$ cat src/rtl/bass_sequencer.sv
// bass_sequencer: 16-step note pattern to gate/trigger/freq (Hz x 256) for the bass voice.
// Ports: clk/rst (sync, active-high); start/finish per-sample handshake; run enable;
//   wr_en/wr_addr/wr_data pattern writes {slide, rest, note[6:0]}; gate/trigger/freq to the instrument.
// Optional feature: define BASS_SEQ_SLIDE_EN to honour the slide bit (tied notes with glide).
module bass_sequencer #(
  parameter int STEPS            = 16,
  parameter int SAMPLES_PER_STEP = 6000,
  parameter int GATE_SAMPLES     = 4500
) (
  input  logic        clk,
  input  logic        rst,
  input  logic        start,
  output logic        finish,
  input  logic        run,
  input  logic        wr_en,
  input  logic [3:0]  wr_addr,
  input  logic [8:0]  wr_data,
  output logic        gate,
  output logic        trigger,
  output logic [23:0] freq
);
  localparam int SW = $clog2(STEPS);
  localparam int KW = $clog2(SAMPLES_PER_STEP);

  typedef enum logic [1:0] {S_IDLE, S_DIVIDE, S_LOOKUP, S_FINISH} state_t;

  state_t        state_q, state_d;
  logic [8:0]    pat_q [STEPS];
  logic [8:0]    pat_d [STEPS];
  logic [8:0]    w_q, w_d;
  logic [KW-1:0] k_q, k_d;
  logic [SW-1:0] step_q, step_d;
  logic [6:0]    rem_q, rem_d;
  logic [3:0]    oct_q, oct_d;
  logic          run_q, run_d;
  logic          gate_q, gate_d;
  logic          trigger_q, trigger_d;
  logic [23:0]   freq_q, freq_d;

  logic [8:0]    cur_w;
  logic          cur_run;
  logic          cur_act;
  logic          new_gate;
  logic          new_trig;

`ifdef BASS_SEQ_SLIDE_EN
  logic [8:0]    wn_q, wn_d;
  logic [8:0]    cur_wn;
  // Set when the step just entered is tied to an active predecessor: its trigger is suppressed.
  logic          tie_q, tie_d;
`endif

  // Notes 108..127 and rest-flagged words are both silent.
  function automatic logic is_active(input logic [8:0] x);
    return !x[7] && (x[6:0] <= 7'd107);
  endfunction

  // Octave 8 (notes 96..107) frequencies, Hz x 256; lower octaves are right shifts.
  function automatic logic [19:0] base_of(input logic [3:0] r);
    case (r)
      4'd0:    return 20'd535808;
      4'd1:    return 20'd567670;
      4'd2:    return 20'd601425;
      4'd3:    return 20'd637188;
      4'd4:    return 20'd675078;
      4'd5:    return 20'd715220;
      4'd6:    return 20'd757750;
      4'd7:    return 20'd802808;
      4'd8:    return 20'd850546;
      4'd9:    return 20'd901120;
      4'd10:   return 20'd954702;
      default: return 20'd1011474;
    endcase
  endfunction

  always_comb begin
    state_d   = state_q;
    pat_d     = pat_q;
    w_d       = w_q;
    k_d       = k_q;
    step_d    = step_q;
    rem_d     = rem_q;
    oct_d     = oct_q;
    run_d     = run_q;
    gate_d    = gate_q;
    trigger_d = trigger_q;
    freq_d    = freq_q;

    if (wr_en) pat_d[wr_addr[SW-1:0]] = wr_data;

    // In IDLE the sample's words come straight from the pattern (old contents if a write
    // lands in the same cycle); afterwards from the latched copies.
    cur_w    = (state_q == S_IDLE) ? pat_q[step_q] : w_q;
    cur_run  = (state_q == S_IDLE) ? run : run_q;
    cur_act  = is_active(cur_w);
    new_gate = cur_act && (k_q < KW'(GATE_SAMPLES));
    new_trig = cur_act && (k_q == '0);

`ifdef BASS_SEQ_SLIDE_EN
    wn_d   = wn_q;
    tie_d  = tie_q;
    cur_wn = (state_q == S_IDLE) ? pat_q[step_q + SW'(1)] : wn_q;
    if (cur_act && is_active(cur_wn) && cur_wn[8]) new_gate = 1'b1;
    if (tie_q) new_trig = 1'b0;
`endif

    if (!cur_run) begin
      new_gate = 1'b0;
      new_trig = 1'b0;
    end

    case (state_q)
      S_IDLE: begin
        if (start) begin
          w_d   = cur_w;
          run_d = run;
`ifdef BASS_SEQ_SLIDE_EN
          wn_d  = cur_wn;
`endif
          if (!run) begin
            k_d     = '0;
            step_d  = '0;
`ifdef BASS_SEQ_SLIDE_EN
            tie_d   = 1'b0;
`endif
            state_d = S_FINISH;
          end else if ((k_q == '0) && cur_act) begin
            rem_d   = cur_w[6:0];
            oct_d   = 4'd0;
            state_d = S_DIVIDE;
          end else begin
            state_d = S_FINISH;
          end
        end
      end
      S_DIVIDE: begin
        // Repeated subtraction: one octave per cycle, so load latency tracks the octave.
        if (rem_q >= 7'd12) begin
          rem_d = rem_q - 7'd12;
          oct_d = oct_q + 4'd1;
        end else begin
          state_d = S_LOOKUP;
        end
      end
      S_LOOKUP: begin
        freq_d  = {4'd0, base_of(rem_q[3:0])} >> (4'd8 - oct_q);
        state_d = S_FINISH;
      end
      default: begin
        if (run_q) begin
          if (k_q == KW'(SAMPLES_PER_STEP - 1)) begin
            k_d    = '0;
            step_d = step_q + SW'(1);
`ifdef BASS_SEQ_SLIDE_EN
            tie_d  = is_active(w_q) && is_active(wn_q) && wn_q[8];
`endif
          end else begin
            k_d = k_q + KW'(1);
          end
        end
        state_d = S_IDLE;
      end
    endcase

    // Outputs move only as the sample's finish cycle begins.
    if ((state_q != S_FINISH) && (state_d == S_FINISH)) begin
      gate_d    = new_gate;
      trigger_d = new_trig;
    end
  end

  always_ff @(posedge clk) begin
    if (rst) begin
      state_q   <= S_IDLE;
      for (int i = 0; i < STEPS; i++) pat_q[i] <= 9'h080;
      w_q       <= 9'h080;
      k_q       <= '0;
      step_q    <= '0;
      rem_q     <= '0;
      oct_q     <= '0;
      run_q     <= 1'b0;
      gate_q    <= 1'b0;
      trigger_q <= 1'b0;
      freq_q    <= '0;
`ifdef BASS_SEQ_SLIDE_EN
      wn_q      <= 9'h080;
      tie_q     <= 1'b0;
`endif
    end else begin
      state_q   <= state_d;
      pat_q     <= pat_d;
      w_q       <= w_d;
      k_q       <= k_d;
      step_q    <= step_d;
      rem_q     <= rem_d;
      oct_q     <= oct_d;
      run_q     <= run_d;
      gate_q    <= gate_d;
      trigger_q <= trigger_d;
      freq_q    <= freq_d;
`ifdef BASS_SEQ_SLIDE_EN
      wn_q      <= wn_d;
      tie_q     <= tie_d;
`endif
    end
  end

  assign finish  = (state_q == S_FINISH);
  assign gate    = gate_q;
  assign trigger = trigger_q;
  assign freq    = freq_q;

endmodule

$ cat config.mk
export PLATFORM = sky130hd
export DESIGN_NAME = bass_sequencer
export DESIGN_NICKNAME = d
export VERILOG_FILES = /design/src/rtl/bass_sequencer.sv
export SDC_FILE = /design/constraint.sdc
export NUM_CORES = 1
export LEC_CHECK = 0
export ABC_AREA = 1
export BUFFER_PORTS_ARGS = -buffer_cell sky130_fd_sc_hd__buf_2
export CORE_MARGIN = 10
export CORE_UTILIZATION = 35
export DETAILED_ROUTE_END_ITERATION = 6
export PLACE_DENSITY = 0.53
export SLEW_MARGIN = 10
export SYNTH_ARGS = -nofsm -noshare
export SYNTH_HDL_FRONTEND = slang
export SYNTH_SLANG_ARGS = --single-unit
$ cat constraint.sdc
create_clock -name clk -period 3.98 [get_ports clk]
set_clock_uncertainty 0.1 [all_clocks]
set_input_delay 1.194 -clock clk [delete_from_list [all_inputs] [get_ports clk]]
set_output_delay 1.194 -clock clk [all_outputs]
set_load 0.05 [all_outputs]
==> results of run 1 <==
-- routing by layer --
layer  up-vias  global-route usage [%]  routed length [um]
met5         -                       0                   0
met4         0                   4.149                 609
met3        46                   1.847                1009
met2       132                   25.38               12900
met1      4302                   20.40               13740
li1       4930                       -                   -
-- worst paths after layout --
path              cells past startpoint    endpoint  startpoint
setup / recovery                     10     freq[4]    oct_q[0]
hold / removal                        2  pat_q[129]  pat_q[129]
setup reg to reg                     10     freq[4]    oct_q[0]
hold reg to reg                       2  pat_q[129]  pat_q[129]
-- per-stage QoR --
| step | hold slack (ns) | cell area, um2 | power, mW | instances | utilization [%] |
|---|---|---|---|---|---|
| 6_report | 0.3501 | 11460 | 7.412 | 1910 | 39.94 |
| 5_1_grt | 0.3699 | 11460 | 7.954 | 1910 | 39.94 |
| 4_1_cts | 0.3479 | 11460 | 7.493 | 1910 | 39.94 |
| 3_5_place_dp | 0.3395 | 10650 | 5.191 | 1868 | 37.11 |
| 3_3_place_gp | 0.3360 | 10650 | 5.185 | 1868 | 37.11 |
| 2_1_floorplan | 0.3236 | 10180 | 4.530 | 1505 | - |
-- cell usage after synthesis, drive strengths merged, types with 5 or more instances --
master and number:
clkinv 13, o211ai 22, dfxtp 208, mux2i 5
nand2 276, clkbuf 50, nor2 240, buf 33
o21ai 210, a31oi 5, o221ai 5, inv 143
a22oi 6, nor3 19, nand3 128, ha 18
a21oi 91
-- layout make-up --
| cell class | instances | share of cell area [%] |
|---|---|---|
| Multi-Input combinational cell | 1058 | 43.84 |
| Inverter | 156 | 5.130 |
| Sequential cell | 208 | 36.33 |
| Clock buffer | 33 | 5.981 |
| Clock inverter | 9 | 1.091 |
| Timing Repair Buffer | 62 | 3.427 |
| Tap cell | 384 | 4.191 |
-- critical path: cells and delay by family, from the launching register on --
kind                       cells  cell delay, ns
and+or+nand+nor                1            0.07
buffers and inverters          4            1.17
adders and majority gates      1            0.89
DFF                            1            0.31
AOI/OAI and AO/OA              4            0.76
-- flip-flops by register name (all words and copies together) (netlist names), named ones only --
register  cells
freq         20
gate          1
k_q          13
oct_q         4
pat_q       128
rem_q         7
run_q         1
state_q       2
step_q        4
trigger       1
w_q           8
-- power breakdown --
group          internal [mW]  total (mW)  switching (mW)
sequential              2.30        2.43           0.130
clock                   1.39        2.28           0.886
combinational          0.824        2.70            1.88
-- kinds of logic (layout without fill, tap and decap cells) --
logic type	count (synthesis)	in the layout
buffers and inverters	239	260
XOR/XNOR	2	2
multiplexers	5	5
AND/OR/NAND/NOR	676	676
adder cells (fa/ha/maj)	18	18
other	1	4
AO/OA/AOI/OAI	353	353
flip-flops	208	208
==> reports/results.ini, run 1 <==
[power_and_ir_drop]
p_leak_nw=4.933
powerDensity_nw_per_um2=646.6
vdd_drop_max_v=0.0003094

[setup_path]
path_class=reg2reg
crit_fanout=25
path_common_cell=o21ai_0
cpPeakStageDelay_ns=0.89
startpoint_type=flop
r2r_slack_ns=0.57
endpoint_kind=flop
worstPathArrival_ns=3.71
critical-path-slowest-cell=ha_1
critPathRequiredTime_ns=4.29
crit_chain=buf_4, clkinv_1, ha_1, inv_1, o21ai_0, o21ai_0, nand2_1, o21ai_0, o21ai_0, inv_1

[clock_network]
clock_sinks=208
htree_levels=1
cts_buffers=25
root_buffer=clkbuf_16
clockBufferDepth=3
cts_tree=yes
ctsHoldBuffers=0
clock_latency_ns=0.52
postCtsSetupRepairBufs=0
clkTransAtPathRegs_ns=0.06
post_cts_resize_count=0

[synthesis]
synth_top_area_share_pct=40.95
yosys.area_share.simple_pct=27.63
synth_xor_area_share_pct=0.1723
ys_types=41
synthMuxAreaShare_pct=0.4922
synth_top_area_cell=dfxtp_1
postSynthAreaPerCell_um2=6.769
synth_ff_type=dfxtp_1
synthArstFlopShare_pct=0
yosys_register_bits=208
synth_top_family_by_area=simple AND/OR/NAND/NOR gates
synth-compound-area-share_pct=18.78
syn_area_um2=10170
yosys.area_share.adder_pct=2.215
ys_seq_area_share_pct=40.95
synth_edf_count=0
ys_top_cells_by_area=dfxtp_1 41%, nand2_1 10%, o21ai_0 9.7%
syn_inst=1502
yosysWarnings=0

[timing]
fin_ws_ns=0.5724
slew_violations=0
fmax_mhz=293.5
finalSetupViolCount=0
relSlewSlack_pct=42.74
fin_crit_sh_pct=85.62
rsz0062_at_grt=false
report.final.hold_viol_count=0
worstMarginPinSlew_ns=0.8589
min_period_ns=3.408
setup_tns_ns=0

[grt]
grt_antenna_before_repair=0
grt_max_degree=93
grt_overflow=0
grt_pass1_vias=8705
grt.total_usage_pct=15.26
grt_pass1_wl_mm=46.09

[detailed_routing]
ant_nets=0
route.detailed.wl_per_inst_um=14.80
vias=9410
wirelength_mm=28.26
first_pass_iters=5
route.detailed.drc=0
via_per_inst=4.927
drtIter0Drc=574

[cells_and_area]
final_cell_mix=272 x nand2_1, 238 x nor2_1, 207 x dfxtp_1
drive_gt1_share_pct=7.733
multiInputGateArea_um2=5026
synthToLayoutAreaGrowth_pct=12.75
num_antenna_cells=0
fillers=3054
final-seq-area_um2=4165
layout_commonest_cell=nand2_1
final_nets=1547

[floorplanning]
rows=62
fp.dieW_um=190.4
die_h_um=190.4
dieArea_um2=36270
core_area_um2=28700
io_pins=45
initial_utilization_pct=35.42

[min_path]
hold_path_class=reg2reg

[outcome]
status=complete, no violations

[run]
cap_violations=0

[place]
place_ws_ns=0.5307
dp_hpwl_mm=18.78
gp_congestion=0.8225
port_buffers=39

Note: power is estimated with default switching activity, not from simulation.
==> run 2, diff against run 1 <==
==> constraint.sdc (replaced) <==
create_clock -name clk -period 3.25 [get_ports clk]
set_clock_uncertainty 0.1 [all_clocks]
set_input_delay 0.975 -clock clk [delete_from_list [all_inputs] [get_ports clk]]
set_output_delay 0.975 -clock clk [all_outputs]
set_load 0.05 [all_outputs]
==> run 2 against run 1 <==
Effect of this change:
- flip-flop and latch count unchanged
- via count up 1.1%
- hold slack worse by 0.0019 ns
- clock power up 18%
- critical path type unchanged
- setup slack worse by 0.39 ns
==> reports/results.ini, run 2 (synthesis gave the netlist of run 1 again) <==
[floorplanning]
io_pins=45  ; unchanged
die_h_um=190.4  ; unchanged
core_area_um2=28700  ; unchanged
rows=62  ; unchanged
fp.dieW_um=190.4  ; unchanged
initial_utilization_pct=35.42  ; unchanged
dieArea_um2=36270  ; unchanged

[timing]
whs_ns=0.3482  ; -0.001949 ns
setup_tns_ns=0  ; unchanged
rsz0062_at_grt=true
fin_ws_ns=0.1833  ; -0.3891 ns
relSlewSlack_pct=53.94  ; +11 points
min_period_ns=3.067  ; -0.3409 ns
worstMarginPinSlew_ns=0.6883  ; -0.1706 ns
report.final.hold_viol_count=0  ; unchanged
slew_violations=0  ; unchanged
fin_crit_sh_pct=94.36  ; +8.7 points
fmax_mhz=326.1  ; +11%
finalSetupViolCount=0  ; unchanged

[grt]
grt.total_usage_pct=15.31  ; +0.048 points
grt_antenna_before_repair=0  ; unchanged
use_met2_pct=25.28  ; -0.095 points
grt_pass1_wl_mm=46.18  ; +0.21%
busiest_layer=met2
grtUsageMet3_pct=2.121  ; +0.27 points
grt_pass1_vias=8849  ; +1.7%
grt_use_met1_pct=20.50  ; +0.10 points
grt_max_degree=96  ; +3.2%
grt_overflow=0  ; unchanged

[power_and_ir_drop]
vdd_drop_max_v=0.0003427  ; +11%
powerDensity_nw_per_um2=783.0  ; +21%
combPwrFrac_pct=38.5  ; +2.0 points
p_sw_share_pct=39.27  ; +0.22 points
switching_power_mw=3.611  ; +25%
p_leak_nw=5.079  ; +3.0%
seqPwrFrac_pct=32.2  ; -0.6 points
internal-power_mw=5.584  ; +24%
p_clk_share_pct=29.3  ; -1.5 points

[setup_path]
crit_fanout=17  ; -32%
worstPathArrival_ns=3.37  ; -0.34 ns
cpPeakStageDelay_ns=0.41  ; -0.48 ns
crit_chain=clkinvlp_4, buf_12, clkbuf_16, o21ai_1, nand3_1, nand3_1, nand3_1, nand2_1, nor2_1, nand2_1, nand3_2, nand2_4, nand2_2, nand2_1, nand3_4, ha_1, nand2_1, nand2_1, nand3_1
critical-path-slowest-cell=dfxtp_4
startpoint_type=flop
path_common_cell=nand2_1
r2r_slack_ns=0.18  ; -0.39 ns
endpoint_kind=flop
critPathRequiredTime_ns=3.55  ; -0.74 ns
path_class=reg2reg

[outcome]
status=complete, no violations

[cells_and_area]
num_antenna_cells=0  ; unchanged
fillers=3034  ; -0.65%
finish.utilization_pct=40.92  ; +0.98 points
largest_reg_flops=128  ; unchanged
layout_commonest_cell=nand2_1
final_cell_mix=268 x nand2_1, 238 x nor2_1, 207 x dfxtp_1
final_nets=1569  ; +1.4%
multiInputGateArea_um2=5074  ; +0.95%
stdcell_count=1935  ; +1.3%
drive_gt1_share_pct=10.06  ; +2.3 points
synthToLayoutAreaGrowth_pct=15.51
largest-register=pat_q
final-seq-area_um2=4168  ; about the same

[detailed_routing]
first_pass_iters=5  ; unchanged
wirelength_mm=28.49  ; +0.81%
ant_nets=0  ; unchanged
route.detailed.wl_per_inst_um=14.72  ; -0.50%
via_per_inst=4.918  ; -0.17%
drtIter0Drc=583  ; +1.6%
route.detailed.drc=0  ; unchanged
vias=9517  ; +1.1%

[clock_network]
clock_sinks=208  ; unchanged
clkTransAtPathRegs_ns=0.06  ; about the same
cts_buffers=24  ; -4.0%
cts_tree=yes
clock_latency_ns=0.52  ; about the same
htree_levels=1  ; unchanged
root_buffer=clkbuf_16
ctsHoldBuffers=0  ; unchanged
clockBufferDepth=3  ; unchanged

[place]
port_buffers=39  ; unchanged
place_ws_ns=0.1908  ; -0.3400 ns
dp_hpwl_mm=19.18  ; +2.1%
gp_congestion=0.8486  ; +3.2%
dp.cells=1886  ; +0.96%

[min_path]
hold_path_class=reg2reg

[run]
cap_violations=0  ; unchanged

## run 2: timing repair
item | in CTS | in global routing
buffers inserted | 0 | 3
resized for setup | 0 | 17
endpoints found under the setup margin | 0 | 17
## run 2: area by class of cell
| class | instances | share of cell area (%) |
|---|---|---|
| clock buffers | 35 | 6.158 |
| flip-flops and latches | 208 | 35.49 |
| well taps | 384 | 4.091 |
| inverters | 156 | 5.071 |
| clock inverters | 9 | 0.5966 |
| repair buffers | 85 | 5.391 |
| multi-input cells | 1058 | 43.20 |
## run 2: worst max-delay path, delay by kind of cell (launching register included)
family	cells	cell delay [ns]
compound gates	1	0.13
buf+inv	3	0.47
fa+ha+maj	1	0.36
simple gates	14	1.46
flops	1	0.41
## run 2: worst paths after layout
| check | startpoint | to | cells past startpoint |
|---|---|---|---|
| setup / recovery | step_q[0] | flop | 19 |
| hold / removal | pat_q[48] | pat_q[48] | 2 |
| setup reg to reg | step_q[0] | flop | 19 |
| hold reg to reg | pat_q[48] | pat_q[48] | 2 |
## run 2: metal layers
layer	up-vias	wire [um]
li1	4974	-
met1	4328	13600
met2	173	13020
met3	42	1295
met4	0	580
met5	-	0
## run 2: metrics by stage
stage | power, mW | area, um2
after CTS | 9.148 | 11590
after global routing | 9.879 | 11740
after floorplan | 5.548 | 10180
after global placement | 6.411 | 10800
final | 9.195 | 11740
after detailed placement | 6.419 | 10800
## run 2: power by group through the flow
stage,logic [mW],clock network (mW),registers [mW]
after detailed placement,3.41,0,3.01
after global placement,3.40,0,3.01
after global routing,4.01,2.87,2.99
after floorplan,2.35,0,3.19
after CTS,3.42,2.77,2.96
final,3.54,2.69,2.97
==> run 3, diff against run 2 <==
--- a/config.mk
+++ b/config.mk
@@ -7,11 +7,10 @@
 export LEC_CHECK = 0
 export ABC_AREA = 1
 export BUFFER_PORTS_ARGS = -buffer_cell sky130_fd_sc_hd__buf_2
-export CORE_MARGIN = 10
+export CORE_MARGIN = 4
 export CORE_UTILIZATION = 35
 export DETAILED_ROUTE_END_ITERATION = 6
 export PLACE_DENSITY = 0.53
-export SLEW_MARGIN = 10
 export SYNTH_ARGS = -nofsm -noshare
 export SYNTH_HDL_FRONTEND = slang
 export SYNTH_SLANG_ARGS = --single-unit
==> run 3 against run 2 <==
Effect of this change:
- cell area down 0.38%
- setup slack better by 0.072 ns
- register-to-register slack improved by 0.07 ns
- clock-buffer cell count fell by 6
- routed wire length fell by 0.49%
- via count rose by 0.55%
- die area is 12% lower
- largest cell class unchanged
==> reports/results.ini, run 3 (synthesis gave the netlist of run 1 again) <==
[cells_and_area]
final_cell_mix=272 x nand2_1, 238 x nor2_1, 207 x dfxtp_1
largest_reg_flops=128  ; unchanged
final_area_um2=11700  ; -0.38%
drive_gt1_share_pct=9.502  ; -0.56 points
finish.utilization_pct=40.76  ; -0.16 points
final_nets=1565  ; -0.25%
num_antenna_cells=0  ; unchanged
synthToLayoutAreaGrowth_pct=15.06
largest-register=pat_q
stdcell_count=1931  ; -0.21%
layout_commonest_cell=nand2_1

[detailed_routing]
vias=9569  ; +0.55%
route.detailed.wl_per_inst_um=14.68  ; -0.29%
via_per_inst=4.955  ; +0.75%
ant_nets=0  ; unchanged
wirelength_mm=28.35  ; -0.49%
first_pass_iters=5  ; unchanged
route.detailed.drc=0  ; unchanged
drtIter0Drc=668  ; +15%

[clock_network]
htree_levels=1  ; unchanged
clock_sinks=208  ; unchanged
root_buffer=clkbuf_16
cts_tree=yes
clock_latency_ns=0.52  ; about the same
clkTransAtPathRegs_ns=0.06  ; about the same
clockBufferDepth=3  ; unchanged
cts_buffers=25  ; +4.2%

[timing]
rsz0062_at_grt=true
fmax_mhz=334.0  ; +2.4%
relSlewSlack_pct=54.06  ; +0.11 points
min_period_ns=2.994  ; -0.07229 ns
finalSetupViolCount=0  ; unchanged
report.final.hold_viol_count=0  ; unchanged
fin_crit_sh_pct=92.14  ; -2.2 points
fin_ws_ns=0.2556  ; +0.07229 ns
worstMarginPinSlew_ns=0.6891  ; +0.0008339 ns
whs_ns=0.3483  ; +0.00009300 ns
slew_violations=0  ; unchanged

[grt]
grt_antenna_before_repair=0  ; unchanged
grt_pass1_vias=9125  ; +3.1%
grt_max_degree=71  ; -26%
grt.total_usage_pct=17.67  ; +2.4 points
grt_pass1_wl_mm=46.58  ; +0.87%
grt_overflow=0  ; unchanged

[power_and_ir_drop]
p_clk_share_pct=30.4  ; +1.1 points
p_leak_nw=5.070  ; -0.19%
powerDensity_nw_per_um2=789.5  ; +0.84%
internal-power_mw=5.622  ; +0.68%
combPwrFrac_pct=37.5  ; -1.0 points
seqPwrFrac_pct=32.1  ; about the same
p_sw_share_pct=39.13  ; -0.14 points
vdd_drop_max_v=0.0004092  ; +19%
switching_power_mw=3.614  ; about the same

[setup_path]
reg2reg_depth=24  ; +5
worstPathArrival_ns=3.30  ; -0.07 ns
endpoint_kind=flop
critPathRequiredTime_ns=3.56  ; about the same
startpoint_type=flop
path_class=reg2reg
crit-reg2reg-launch=step_q[0]
crit_fanout=19  ; +2
r2r_slack_ns=0.26  ; +0.07 ns

[place]
place_area_um2=10790  ; -0.14%
place_ws_ns=0.1667  ; -0.02402 ns
port_buffers=39  ; unchanged
dp_hpwl_mm=19.06  ; -0.62%
gp_congestion=0.8079  ; -4.8%
dp.cells=1884  ; -0.11%

[min_path]
hold_path_class=reg2reg
min-delay-start=pat_q[84]
whs_path_depth=2  ; unchanged
worstHoldEndpoint=pat_q[84]

[floorplanning]
die_h_um=178.4  ; -6.3%
core_area_um2=28700  ; unchanged
io_pins=45  ; unchanged
dieArea_um2=31840  ; -12%
initial_utilization_pct=35.42  ; unchanged
fp.dieW_um=178.4  ; -6.3%
rows=62  ; unchanged

[run]
cap_violations=0  ; unchanged

[outcome]
status=complete, no violations

-- run 3: cell types whose count changed in the layout (fill, tap and decap cells not counted), moves of 2 or more --
cell / previous run / this run
clkbuf_1: 4 / 2
bufinv_16: 1 / 3
clkbuf_8: 6 / 2
nand3_1: 121 / 124
nand3_2: 5 / 2
buf_4: 38 / 36
clkinv_4: 0 / 2
nand2_2: 6 / 2
nand2_1: 268 / 272
buf_6: 2 / 0
-- run 3: metrics by stage --
step	power, mW	TNS (ns)
2_1_floorplan	5.548	0
3_3_place_gp	6.403	0
3_5_place_dp	6.419	0
4_1_cts	9.255	0
5_1_grt	9.915	-0.05199
6_report	9.236	0
-- run 3: per-layer routing --
layer / up-vias / global-route usage (%) / share of wire (%) / routed length [um]
met5: - / 0 / 0 / 0
met3: 38 / 2.268 / 4.1 / 1155
met2: 153 / 30.43 / 46 / 13160
li1: 4960 / - / - / -
met1: 4418 / 23.73 / 48 / 13530
met4: 0 / 3.806 / 1.8 / 505
-- run 3: power groups by stage --
stage / combinational [mW] / sequential [mW] / clock, mW
global placement: 3.39 / 3.01 / 0
CTS: 3.42 / 2.96 / 2.88
detailed placement: 3.41 / 3.01 / 0
finish: 3.46 / 2.96 / 2.81
global route: 3.93 / 3.00 / 2.99
floorplan: 2.35 / 3.19 / 0
-- run 3: worst max-delay path by stage --
stage               slack [ns]      start    to  cells after the start
floorplan                 0.47      start  flop                     11
global placement          0.19  step_q[0]  flop                     24
detailed placement        0.17  step_q[0]  flop                     24
CTS                       0.15  step_q[0]  flop                     24
global route             -0.05  step_q[0]  flop                     24
finish                    0.26  step_q[0]  flop                     24
-- run 3: what timing repair did --
item                       4_1_cts  5_1_grt
gates resized for setup          0        8
hold endpoints to repair         0        0
hold buffers                     0        0
buffers inserted                 0        0
setup endpoints to repair        0       15
-- run 3: layout make-up --
| class | instances | area [um2] |
|---|---|---|
| multi-input combinational | 1058 | 5055 |
| sequential | 208 | 4168 |
| clock buffer | 29 | 660.6 |
| fill | 3102 | 17000 |
| clock inverter | 16 | 167.7 |
| inverter | 156 | 591.8 |
| timing repair buffer | 80 | 575.6 |
| tap | 384 | 480.5 |
-- run 3: critical path, cell delays in order, from the launching register on --
cell,delay [ns]
dfxtp_4,0.38
inv_2,0.12
buf_12,0.18
nand2_1,0.07
nand3_1,0.07
nand3_1,0.11
nand3_1,0.16
nand2_1,0.14
nand2_1,0.10
nand2_1,0.05
nand2_1,0.05
nand2_1,0.05
nand2_1,0.09
nand3_2,0.11
nand2_4,0.12
nand2_2,0.07
nand2_1,0.06
nand2_1,0.09
nand2_4,0.13
inv_1,0.12
ha_1,0.22
inv_1,0.11
nand2_1,0.06
nand2_1,0.06
nand3_1,0.06
